File: src/rtl/cache_pkg.sv
// rtl/cache_pkg.sv - shared FSM states and address/byte helpers for set_assoc_cache
package cache_pkg;

  typedef enum logic [1:0] {
    IDLE    = 2'd0,
    RD_MISS = 2'd1,
    WR_THRU = 2'd2
  } cache_state_e;

  // Helpers work on the widest supported vectors; callers cast to their own widths.
  localparam int MAX_ADDR_WIDTH = 64;
  localparam int MAX_DATA_WIDTH = 256;
  localparam int MAX_BE_WIDTH   = MAX_DATA_WIDTH / 8;

  function automatic logic [MAX_ADDR_WIDTH-1:0] addr_index(
    input logic [MAX_ADDR_WIDTH-1:0] addr,
    input int                        set_w
  );
    return (addr >> 2) & ((64'd1 << set_w) - 64'd1);
  endfunction

  function automatic logic [MAX_ADDR_WIDTH-1:0] addr_tag(
    input logic [MAX_ADDR_WIDTH-1:0] addr,
    input int                        set_w
  );
    return addr >> (set_w + 2);
  endfunction

  function automatic logic [MAX_DATA_WIDTH-1:0] merge_bytes(
    input logic [MAX_DATA_WIDTH-1:0] old_data,
    input logic [MAX_DATA_WIDTH-1:0] new_data,
    input logic [MAX_BE_WIDTH-1:0]   be
  );
    logic [MAX_DATA_WIDTH-1:0] merged;
    merged = old_data;
    for (int b = 0; b < MAX_BE_WIDTH; b++) begin
      if (be[b]) merged[b*8 +: 8] = new_data[b*8 +: 8];
    end
    return merged;
  endfunction

endpackage

File: src/rtl/cache_way.sv
// rtl/cache_way.sv - one cache way: valid/tag/data arrays with read, fill and byte-write ports
module cache_way
  import cache_pkg::*;
#(
  parameter int TAG_WIDTH         = 12,
  parameter int DATA_WIDTH        = 32,
  parameter int SET_ADDRESS_WIDTH = 3
) (
  input  logic                         CLK,
  input  logic                         RST_N,
  input  logic                         flush,
  input  logic [SET_ADDRESS_WIDTH-1:0] index,
  output logic                         valid,
  output logic [TAG_WIDTH-1:0]         tag,
  output logic [DATA_WIDTH-1:0]        data,
  input  logic                         fill_en,
  input  logic [TAG_WIDTH-1:0]         fill_tag,
  input  logic [DATA_WIDTH-1:0]        fill_data,
  input  logic                         wr_en,
  input  logic [DATA_WIDTH/8-1:0]      wr_be,
  input  logic [DATA_WIDTH-1:0]        wr_data
);

  localparam int SETS = 1 << SET_ADDRESS_WIDTH;

  logic [SETS-1:0]       valid_q;
  logic [TAG_WIDTH-1:0]  tag_q  [SETS];
  logic [DATA_WIDTH-1:0] data_q [SETS];
  logic [DATA_WIDTH-1:0] merged;

  assign valid  = valid_q[index];
  assign tag    = tag_q[index];
  assign data   = data_q[index];
  assign merged = DATA_WIDTH'(merge_bytes(MAX_DATA_WIDTH'(data_q[index]),
                                          MAX_DATA_WIDTH'(wr_data),
                                          MAX_BE_WIDTH'(wr_be)));

  always_ff @(posedge CLK or negedge RST_N) begin
    if (!RST_N) begin
      valid_q <= '0;
    end else if (flush) begin
      valid_q <= '0;
    end else if (fill_en) begin
      valid_q[index] <= 1'b1;
    end
  end

  // Tag/data storage needs no reset; valid_q gates every use of it.
  always_ff @(posedge CLK) begin
    if (fill_en) begin
      tag_q[index]  <= fill_tag;
      data_q[index] <= fill_data;
    end else if (wr_en) begin
      data_q[index] <= merged;
    end
  end

endmodule

File: src/rtl/set_assoc_cache.sv
// rtl/set_assoc_cache.sv - N-way write-through, read-allocate data cache with miss FSM
module set_assoc_cache
  import cache_pkg::*;
#(
  parameter  int ADDRESS_WIDTH     = 17,
  parameter  int DATA_WIDTH        = 32,
  parameter  int SET_ADDRESS_WIDTH = 3,
  parameter  int WAYS              = 2,
  localparam int BE_WIDTH          = DATA_WIDTH / 8,
  localparam int TAG_WIDTH         = ADDRESS_WIDTH - SET_ADDRESS_WIDTH - 2
) (
  input  logic                     CLK,
  input  logic                     RST_N,
  input  logic                     req_i,
  input  logic [BE_WIDTH-1:0]      we_i,
  input  logic [ADDRESS_WIDTH-1:0] addr_i,
  input  logic [DATA_WIDTH-1:0]    wdata_i,
  input  logic                     flush_i,
  output logic [DATA_WIDTH-1:0]    rdata_o,
  output logic                     ready_o,
  output logic                     hit_o,
  output logic                     mem_req_o,
  output logic [BE_WIDTH-1:0]      mem_we_o,
  output logic [ADDRESS_WIDTH-1:0] mem_addr_o,
  output logic [DATA_WIDTH-1:0]    mem_wdata_o,
  input  logic [DATA_WIDTH-1:0]    mem_rdata_i,
  input  logic                     mem_ack_i
);

  localparam int SETS = 1 << SET_ADDRESS_WIDTH;
  localparam int WIDX = (WAYS > 1) ? $clog2(WAYS) : 1;

  cache_state_e state_q, state_d;

  logic [SET_ADDRESS_WIDTH-1:0] index;
  logic [TAG_WIDTH-1:0]         tag;
  logic [WAYS-1:0]              way_valid;
  logic [TAG_WIDTH-1:0]         way_tag  [WAYS];
  logic [DATA_WIDTH-1:0]        way_data [WAYS];
  logic [WAYS-1:0]              way_hit;
  logic [WAYS-1:0]              fill_sel;
  logic [WAYS-1:0]              wr_sel;
  logic                         hit;
  logic [DATA_WIDTH-1:0]        hit_data;
  logic [WIDX-1:0]              rr_q [SETS];
  logic [WIDX-1:0]              victim;
  logic                         victim_found;
  logic                         refill;
  logic                         flush_en;

  assign index = SET_ADDRESS_WIDTH'(addr_index(MAX_ADDR_WIDTH'(addr_i), SET_ADDRESS_WIDTH));
  assign tag   = TAG_WIDTH'(addr_tag(MAX_ADDR_WIDTH'(addr_i), SET_ADDRESS_WIDTH));

  assign mem_addr_o  = addr_i;
  assign mem_wdata_o = wdata_i;
  assign refill      = (state_q == RD_MISS) && mem_ack_i;
  assign flush_en    = (state_q == IDLE) && flush_i;

  // At most one way can match, so OR-ing the matching data is a valid mux.
  always_comb begin
    hit_data = '0;
    for (int w = 0; w < WAYS; w++) begin
      way_hit[w] = way_valid[w] && (way_tag[w] == tag);
      if (way_hit[w]) hit_data = hit_data | way_data[w];
    end
    hit = |way_hit;
  end

  always_comb begin
    victim       = rr_q[index];
    victim_found = 1'b0;
    for (int w = 0; w < WAYS; w++) begin
      if (!victim_found && !way_valid[w]) begin
        victim       = WIDX'(w);
        victim_found = 1'b1;
      end
    end
  end

  always_comb begin
    for (int w = 0; w < WAYS; w++) begin
      fill_sel[w] = refill && (victim == WIDX'(w));
      wr_sel[w]   = (state_q == WR_THRU) && mem_ack_i && way_hit[w];
    end
  end

  // Pointer advances only when a valid line is evicted, so filling empty ways keeps it put.
  always_ff @(posedge CLK or negedge RST_N) begin
    if (!RST_N) begin
      for (int s = 0; s < SETS; s++) rr_q[s] <= '0;
    end else if (refill && !victim_found) begin
      rr_q[index] <= (rr_q[index] == WIDX'(WAYS - 1)) ? '0 : rr_q[index] + WIDX'(1);
    end
  end

  for (genvar w = 0; w < WAYS; w++) begin : g_way
    cache_way #(
      .TAG_WIDTH        (TAG_WIDTH),
      .DATA_WIDTH       (DATA_WIDTH),
      .SET_ADDRESS_WIDTH(SET_ADDRESS_WIDTH)
    ) u_way (
      .CLK      (CLK),
      .RST_N    (RST_N),
      .flush    (flush_en),
      .index    (index),
      .valid    (way_valid[w]),
      .tag      (way_tag[w]),
      .data     (way_data[w]),
      .fill_en  (fill_sel[w]),
      .fill_tag (tag),
      .fill_data(mem_rdata_i),
      .wr_en    (wr_sel[w]),
      .wr_be    (we_i),
      .wr_data  (wdata_i)
    );
  end

  always_ff @(posedge CLK or negedge RST_N) begin
    if (!RST_N) state_q <= IDLE;
    else        state_q <= state_d;
  end

  always_comb begin
    state_d   = state_q;
    ready_o   = 1'b0;
    rdata_o   = '0;
    hit_o     = 1'b0;
    mem_req_o = 1'b0;
    mem_we_o  = '0;
    case (state_q)
      IDLE: begin
        hit_o = req_i && hit;
        if (!flush_i && req_i) begin
          if (we_i != '0) begin
            state_d = WR_THRU;
          end else if (hit) begin
            ready_o = 1'b1;
            rdata_o = hit_data;
          end else begin
            state_d = RD_MISS;
          end
        end
      end
      RD_MISS: begin
        mem_req_o = 1'b1;
        if (mem_ack_i) begin
          ready_o = 1'b1;
          rdata_o = mem_rdata_i;
          state_d = IDLE;
        end
      end
      WR_THRU: begin
        mem_req_o = 1'b1;
        mem_we_o  = we_i;
        if (mem_ack_i) begin
          ready_o = 1'b1;
          state_d = IDLE;
        end
      end
      default: state_d = IDLE;
    endcase
  end

endmodule
File: config.mk
export PLATFORM = sky130hd
export DESIGN_NAME = set_assoc_cache
export DESIGN_NICKNAME = d
export VERILOG_FILES = /design/src/rtl/cache_pkg.sv /design/src/rtl/cache_way.sv /design/src/rtl/set_assoc_cache.sv
export SDC_FILE = /design/constraint.sdc
export NUM_CORES = 1
export LEC_CHECK = 0
export ABC_AREA = 1
export CAP_MARGIN = 20
export CORE_UTILIZATION = 55
export CTS_BUF_LIST = sky130_fd_sc_hd__clkbuf_8
export CTS_CLUSTER_SIZE = 24
export DETAILED_ROUTE_END_ITERATION = 16
export HOLD_SLACK_MARGIN = 0.12
export PLACE_DENSITY = 0.77
export SYNTH_ARGS = -nofsm -noshare
export SYNTH_HDL_FRONTEND = slang
export SYNTH_HIERARCHICAL = 1
export SYNTH_SLANG_ARGS = --single-unit
File: constraint.sdc
create_clock -name CLK -period 4.6 [get_ports CLK]
set_clock_uncertainty 0.2 [all_clocks]
set_input_delay 0.46 -clock CLK [delete_from_list [all_inputs] [get_ports CLK]]
set_output_delay 0.46 -clock CLK [all_outputs]
set_load 0.05 [all_outputs]
==> metrics.txt, run 1 <==
setup bufs post-CTS 0; fill count 4,635; die area 63,040 sq um; initial antenna violation count 2; antenna-violating nets left 0; VDD IR-drop max 0.3182 mV; status finished clean; Seq/Total Area, Yosys 63.86%; CP max FO 32; core area 60,810 sq um; Cells after DPL 4,506; clock tree buffer depth 3; Critical R2R Launch g_way[1].u_way/valid_q[4]; Reg clk slew, reported paths 0.07 ns; CTS sink cnt 730; residual DRC count 0; Total GRT Usage 31.35%; TritonCTS buffer count 114; GRT overflow 0; TNS Setup 0 ns; WP data arrival 3.84 ns; CTS H-Tree Depth 3; Layout area overhead 15.08%; syn_area_per_cell 9.338 sq um; Hold Path End g_way[0].u_way/data_q[6][25]; Gate Count Post-Synth 3,654; reg2reg path depth 16; slowest cell on the critical path dlygate4sd3_1; die width 251.1 um; synth top area cells edfxtp_1 62%, nand2_1 18%, inv_1 4.4%; library cells used by synthesis 36; Final Max Slew Viols 0; top layer used by detailed routing met4; period utilization 97.92%; DP HPWL 60,580 um; Post-synth top flop edfxtp_1; syn_nets 3,748; critical path's top delay family buffers and inverters; Hold WC Path Type input pin to register; layout cells sized above 1 8.913%; I/O Buffers 173; first-pass GRT wire length 147,500 um; CTS tree done; nets@finish 3,937; Final Hold Fails 0; number of synthesized flops with an enable pin 704; worst r2r dst g_way[1].u_way/data_q[4][4]; Worst-Skew Late Latency 0.75 ns; Starting Density 56.12%; #FFs+latches synth 730; crit-path cells dlygate4sd3_1 > buf_4 > nand3_2 > inv_2 > nand2_1 > o21ai_0 > nor2_1 > nand4_1 > inv_1 > nand2_1 > nand2_1 > nor2_1 > nand2_1 > nor2_4 > buf_6 > nand3_1 > nand2_1 > nand2_1 > nand2_1 > buf_12; Setup CP Type input pin to primary output; Synth Cell Area 34,120 sq um; Final WS setup 0.09584 ns; WL met2 43,870 um; Synth warnings 6; Tightest Pin Transition 1.006 ns; initial DRC count 3,217; Placer Congestion 0.9380; Async SR Flop Fraction 3.562%; router iterations before antenna repair 6; crit path launch type input pin; Worst EP required 3.94 ns; source of the worst hold timing path addr_i[4]; Routed WL per cell 20.79 um; DP Worst Slack 0.6170 ns; largest net degree at the start of global routing 101; PwrDens 378.8 nW/um^2; Crit path depth 20; Metal-1 WL 36,100 um; crit end category primary output; routed via count 26,230; Synth top area share 61.95%; CTS root buf clkbuf_8; io pins 178; # setup viols final 0; Buf+Inv Stages, Crit Path 6; f_max 222.0 MHz; Final min period 4.504 ns; list of most frequent post-synthesis cells 1,664 x nand2_1, 704 x edfxtp_1, 396 x inv_1; Overall Power 14.87 mW; Non-Filler Instances 4,721; Met3 Wirelength 13,620 um; Leak 17.29 nW; register-to-register setup slack 1.24 ns; final wirelength 98,130 um; vias in the first global route 25,000; vias per inst 5.556; Crit path largest cell delay 0.53 ns; most frequent cell after synthesis nand2_1; FP Rows 90; most numerous cell on the critical path nand2_1; Max Cap Violations 0; die height 251.1 um; hold-critical path depth 4; Max transition margin 32.94%; cell taking the most area after synthesis edfxtp_1
worst max-delay path by stage:
stage	startpoint	end	slack (ns)
after floorplan	addr_i[3]	g_way[1].u_way/data_q[4][0]	-0.44
after global placement	addr_i[4]	rdata_o[23]	0.68
after detailed placement	addr_i[4]	rdata_o[23]	0.62
after CTS	addr_i[2]	rdata_o[13]	0.06
after global routing	addr_i[3]	rdata_o[28]	-0.004
final	addr_i[3]	rdata_o[0]	0.1
report_power, final:
group | total, mW | switching (mW) | internal, mW
Sequential | 7.47 | 0.0389 | 7.43
Clock | 5.37 | 2.61 | 2.77
Combinational | 2.03 | 1.41 | 0.618
cell families after synthesis:
| group | after synthesis | share of synthesized area [%] |
|---|---|---|
| adder cells (fa/ha/maj) | 4 | 0.1467 |
| flip-flops | 730 | 63.86 |
| buffers and inverters | 617 | 8.573 |
| XOR/XNOR | 1 | 0.02567 |
| AO/OA/AOI/OAI | 105 | 1.727 |
| AND/OR/NAND/NOR | 2197 | 25.67 |
per-stage QoR:
stage	hold slack [ns]	area [sq um]	utilization [%]
floorplan	-0.03559	34120	-
finish	0.2504	39270	64.58
CTS	0.2002	39240	64.53
global placement	0.2697	36940	60.75
global route	0.2633	39270	64.57
detailed placement	0.2782	36970	60.79
flip-flops by register name (all words and copies together) (netlist names):
name                 flops
g_way.u_way/data_q     512
state_q                  2
rr_q                     8
g_way.u_way/tag_q      192
g_way.u_way/valid_q     16
layout by cell type (no fill, tap or decap), types with 4 or more instances in the layout:
master / count
buf_12: 54
dfrtp_1: 26
clkinv_1: 28
o2bb2ai_1: 6
nor2_1: 219
ha_1: 4
edfxtp_1: 704
nand2_1: 1662
nor2_4: 20
a22oi_1: 11
bufinv_16: 6
or2_1: 10
nand4_1: 20
nor3_2: 4
buf_6: 5
nand2_2: 8
clkbuf_8: 119
nand3_2: 4
clkdlybuf4s50_1: 136
clkinv_2: 18
buf_4: 74
nand3_1: 237
inv_2: 15
o21ai_0: 24
a21oi_1: 59
inv_1: 427
layout make-up:
class / instances / area (sq um) / area share (%)
flip-flops and latches: 730 / 21790 / 55.49
multi-input cells: 2307 / 9535 / 24.28
repair buffers: 276 / 3159 / 8.045
clock buffers: 119 / 1638 / 4.171
inverters: 414 / 1559 / 3.970
well taps: 782 / 978.4 / 2.492
clock inverters: 92 / 604.3 / 1.539
diodes: 1 / 2.502 / 0.006373
timing repair:
item,in CTS,in global routing
endpoints found under the hold margin,36,0
endpoints found under the setup margin,0,32
gates resized for setup,0,6
hold buffers,3,0
layer usage:
| metal | up-vias | GRT usage [%] |
|---|---|---|
| met5 | - | 0 |
| met4 | 0 | 15.64 |
| met3 | 317 | 8.107 |
| met2 | 1842 | 47.69 |
| met1 | 12090 | 41.95 |
| li1 | 11980 | - |
worst reg2reg max path: cells and delay by family (launching register included):
family | cells | cell delay (ns)
flip-flops | 1 | 0.34
buffers and inverters | 4 | 0.73
AND/OR/NAND/NOR | 10 | 1.42
AO/OA/AOI/OAI | 2 | 0.31
Note: power is estimated with default switching activity, not from simulation.
==> inputs of run 2 (changes only) <==
--- a/config.mk
+++ b/config.mk
@@ -7,12 +7,13 @@
 export LEC_CHECK = 0
 export ABC_AREA = 1
 export CAP_MARGIN = 20
-export CORE_UTILIZATION = 55
+export CORE_UTILIZATION = 56
 export CTS_BUF_LIST = sky130_fd_sc_hd__clkbuf_8
 export CTS_CLUSTER_SIZE = 24
 export DETAILED_ROUTE_END_ITERATION = 16
+export GPL_TIMING_DRIVEN = 0
 export HOLD_SLACK_MARGIN = 0.12
-export PLACE_DENSITY = 0.77
+export PLACE_DENSITY = 0.78
 export SYNTH_ARGS = -nofsm -noshare
 export SYNTH_HDL_FRONTEND = slang
 export SYNTH_HIERARCHICAL = 1
==> run 2 against run 1 <==
Effect of this change: critical path depth grew 1; worst setup slack improved by 0.12 ns; cell count rose by 2.8%; core utilization is 1.2 points higher.
==> metrics.txt, run 2 (same netlist as run 1, synthesis figures left out) <==
Max Cap Violations 0 (unchanged); initial DRC count 3,449 (+7.2%); DP Worst Slack -1.148 ns (-1.765 ns); antenna-violating nets left 0 (unchanged); core area 60,250 sq um (-0.93%); Reg clk slew, reported paths 0.06 ns (about the same); final wirelength 101,400 um (+3.3%); GRT overflow 0 (unchanged); Cells after DPL 4,643 (+3.0%); Starting Density 56.64% (+0.52 points); CTS root buf clkbuf_8; Final Hold Fails 0 (unchanged); Routed WL per cell 20.88 um (+0.46%); die area 61,920 sq um (-1.8%); Seq pwr share 51.3% (+1.1 points); period utilization 95.21% (-2.7 points); CP max FO 10 (-69%); P_int 10.58 mW (-2.1%); CTS tree done; slowest cell on the critical path dlygate4sd2_1; Worst EP required 3.94 ns (about the same); FP Rows 90 (unchanged); Critical R2R Launch g_way[1].u_way/tag_q[0][3]; VDD IR-drop max 0.2773 mV (-13%); # setup viols final 0 (unchanged); CTS sink cnt 730 (unchanged); layout cells sized above 1 10.88% (+2.0 points); DP HPWL 70,620 um (+17%); vias in the first global route 25,390 (+1.6%); WP data arrival 3.72 ns (-0.12 ns); Placer Congestion 1.023 (+9.1%); io pins 178 (unchanged); max FFs per register 512 (unchanged); Buf+Inv Stages, Crit Path 7 (+1); largest net degree at the start of global routing 27 (-73%); setup bufs post-CTS 0 (unchanged); clock tree buffer depth 3 (unchanged); nets@finish 4,080 (+3.6%); switch share 27.37% (+0.061 points); crit path launch type input pin; Logic pwr share 13.6% (about the same); TritonCTS buffer count 114 (unchanged); Tightest Pin Transition 1.114 ns (+0.1079 ns); RSZ-0062 raised after global routing no; highest-count cells in the layout ignoring fill and taps 1,664 x nand2_1, 704 x edfxtp_1, 438 x inv_1; Final Max Slew Viols 0 (unchanged); Final min period 4.380 ns (-0.1243 ns); Critical Path Start addr_i[4]; residual DRC count 0 (unchanged); Hold WC Path Type input pin to async pin; CTS H-Tree Depth 3 (unchanged); critical path's top delay family buffers and inverters; biggest regs g_way.u_way/data_q: 512 flops, g_way.u_way/tag_q: 192 flops, g_way.u_way/valid_q: 16 flops; router iterations before antenna repair 6 (unchanged); Non-Filler Instances 4,854 (+2.8%); Clk pwr share 35.1% (-1.0 points); Worst-Skew Late Latency 0.77 ns (+0.02 ns); Biggest register g_way.u_way/data_q; first-pass GRT wire length 149,900 um (+1.6%); PwrDens 367.6 nW/um^2 (-3.0%); I/O Buffers 174 (+0.58%); routed via count 26,740 (+2.0%); Layout area overhead 16.15%; TNS Setup 0 ns (unchanged); Final WS setup 0.2202 ns (+0.1243 ns); most numerous cell on the critical path nand2_1; status finished clean; Setup CP Type input pin to primary output; Crit path largest cell delay 0.56 ns (+0.03 ns); initial antenna violation count 2 (unchanged); commonest non-fill, non-tap cell in the layout nand2_1; Total GRT Usage 32.72% (+1.4 points); Leak 17.68 nW (+2.2%); die height 248.8 um (-0.89%); crit end category primary output; switching power of the nets 3.987 mW (-1.8%); Max transition margin 25.47% (-7.5 points); vias per inst 5.510 (-0.83%); f_max 228.3 MHz (+2.8%); die width 248.8 um (-0.89%); crit-path cells buf_2 > buf_4 > inv_4 > nand3_2 > inv_1 > buf_2 > nand2_1 > nand2_1 > nor2_1 > nand2_1 > inv_1 > nand2_1 > nand2_1 > nor2_1 > nand2_1 > nor2_4 > nand3_1 > nand2_1 > nand2_1 > nand2_1 > dlygate4sd2_1
-- run 2: cell count changes in the layout (fill, tap and decap cells not counted), sizes merged, moves of 2 or more --
cell,before,now
buf,137,234
bufinv,6,4
clkbuf,119,141
clkdlybuf4s15,0,18
clkdlybuf4s18,0,2
clkinv,48,31
inv,449,460
-- run 2: worst paths after layout --
kind                                          endpoint  slack (ns)  cells past startpoint
max reg2reg                g_way[1].u_way/data_q[5][1]        0.68                     16
min reg2reg                                    rr_q[3]        0.29                      2
max in group asynchronous                      rr_q[3]        3.53                      2
min                                         state_q[1]        0.14                      2
max                                         rdata_o[0]        0.22                     21
min in group CLK                               rr_q[4]        0.22                      5
-- run 2: final cells by class --
type | instances | area [sq um]
flip-flops and latches | 730 | 21790
fillers | 4613 | 20610
multi-input cells | 2307 | 9529
repair buffers | 216 | 2286
clock buffers | 118 | 1624
inverters | 414 | 1564
plain buffers | 203 | 1366
well taps | 782 | 978.4
clock inverters | 83 | 493.0
diodes | 1 | 2.502
-- run 2: metal layers --
metal / share of wire (%) / vias to the layer above / GRT usage, % / wire length, um
met5: 0 / - / 0 / 0
met4: 4.4 / 0 / 15.31 / 4489
met3: 13 / 268 / 7.816 / 13020
met2: 45 / 1755 / 50.64 / 45810
met1: 38 / 12460 / 43.85 / 38050
li1: - / 12270 / - / -
-- run 2: power by group through the flow --
stage	combinational (mW)	sequential, mW	clock, mW
CTS	1.94	7.47	5.15
detailed placement	1.95	7.61	0
global placement	1.88	7.61	0
floorplan	1.14	7.60	0
finish	1.99	7.47	5.11
global route	2.11	7.47	5.47
-- run 2: what timing repair did --
action | in CTS | in global routing
pin swaps | 0 | 1
gates resized for setup | 124 | 17
gates cloned | 0 | 0
endpoints found under the setup margin | 648 | 271
endpoints found under the hold margin | 32 | 6
hold buffers | 2 | 2
-- run 2: through the flow --
| stage | hold slack, ns | area [sq um] | utilization (%) | power, mW |
|---|---|---|---|---|
| after CTS | 0.1278 | 39590 | 65.72 | 14.56 |
| final | 0.1449 | 39630 | 65.79 | 14.57 |
| after detailed placement | 0.2794 | 37460 | 62.18 | 9.557 |
| after floorplan | -0.03559 | 34120 | - | 8.738 |
| after global routing | 0.1672 | 39630 | 65.79 | 15.05 |
| after global placement | 0.2682 | 36840 | 61.15 | 9.487 |
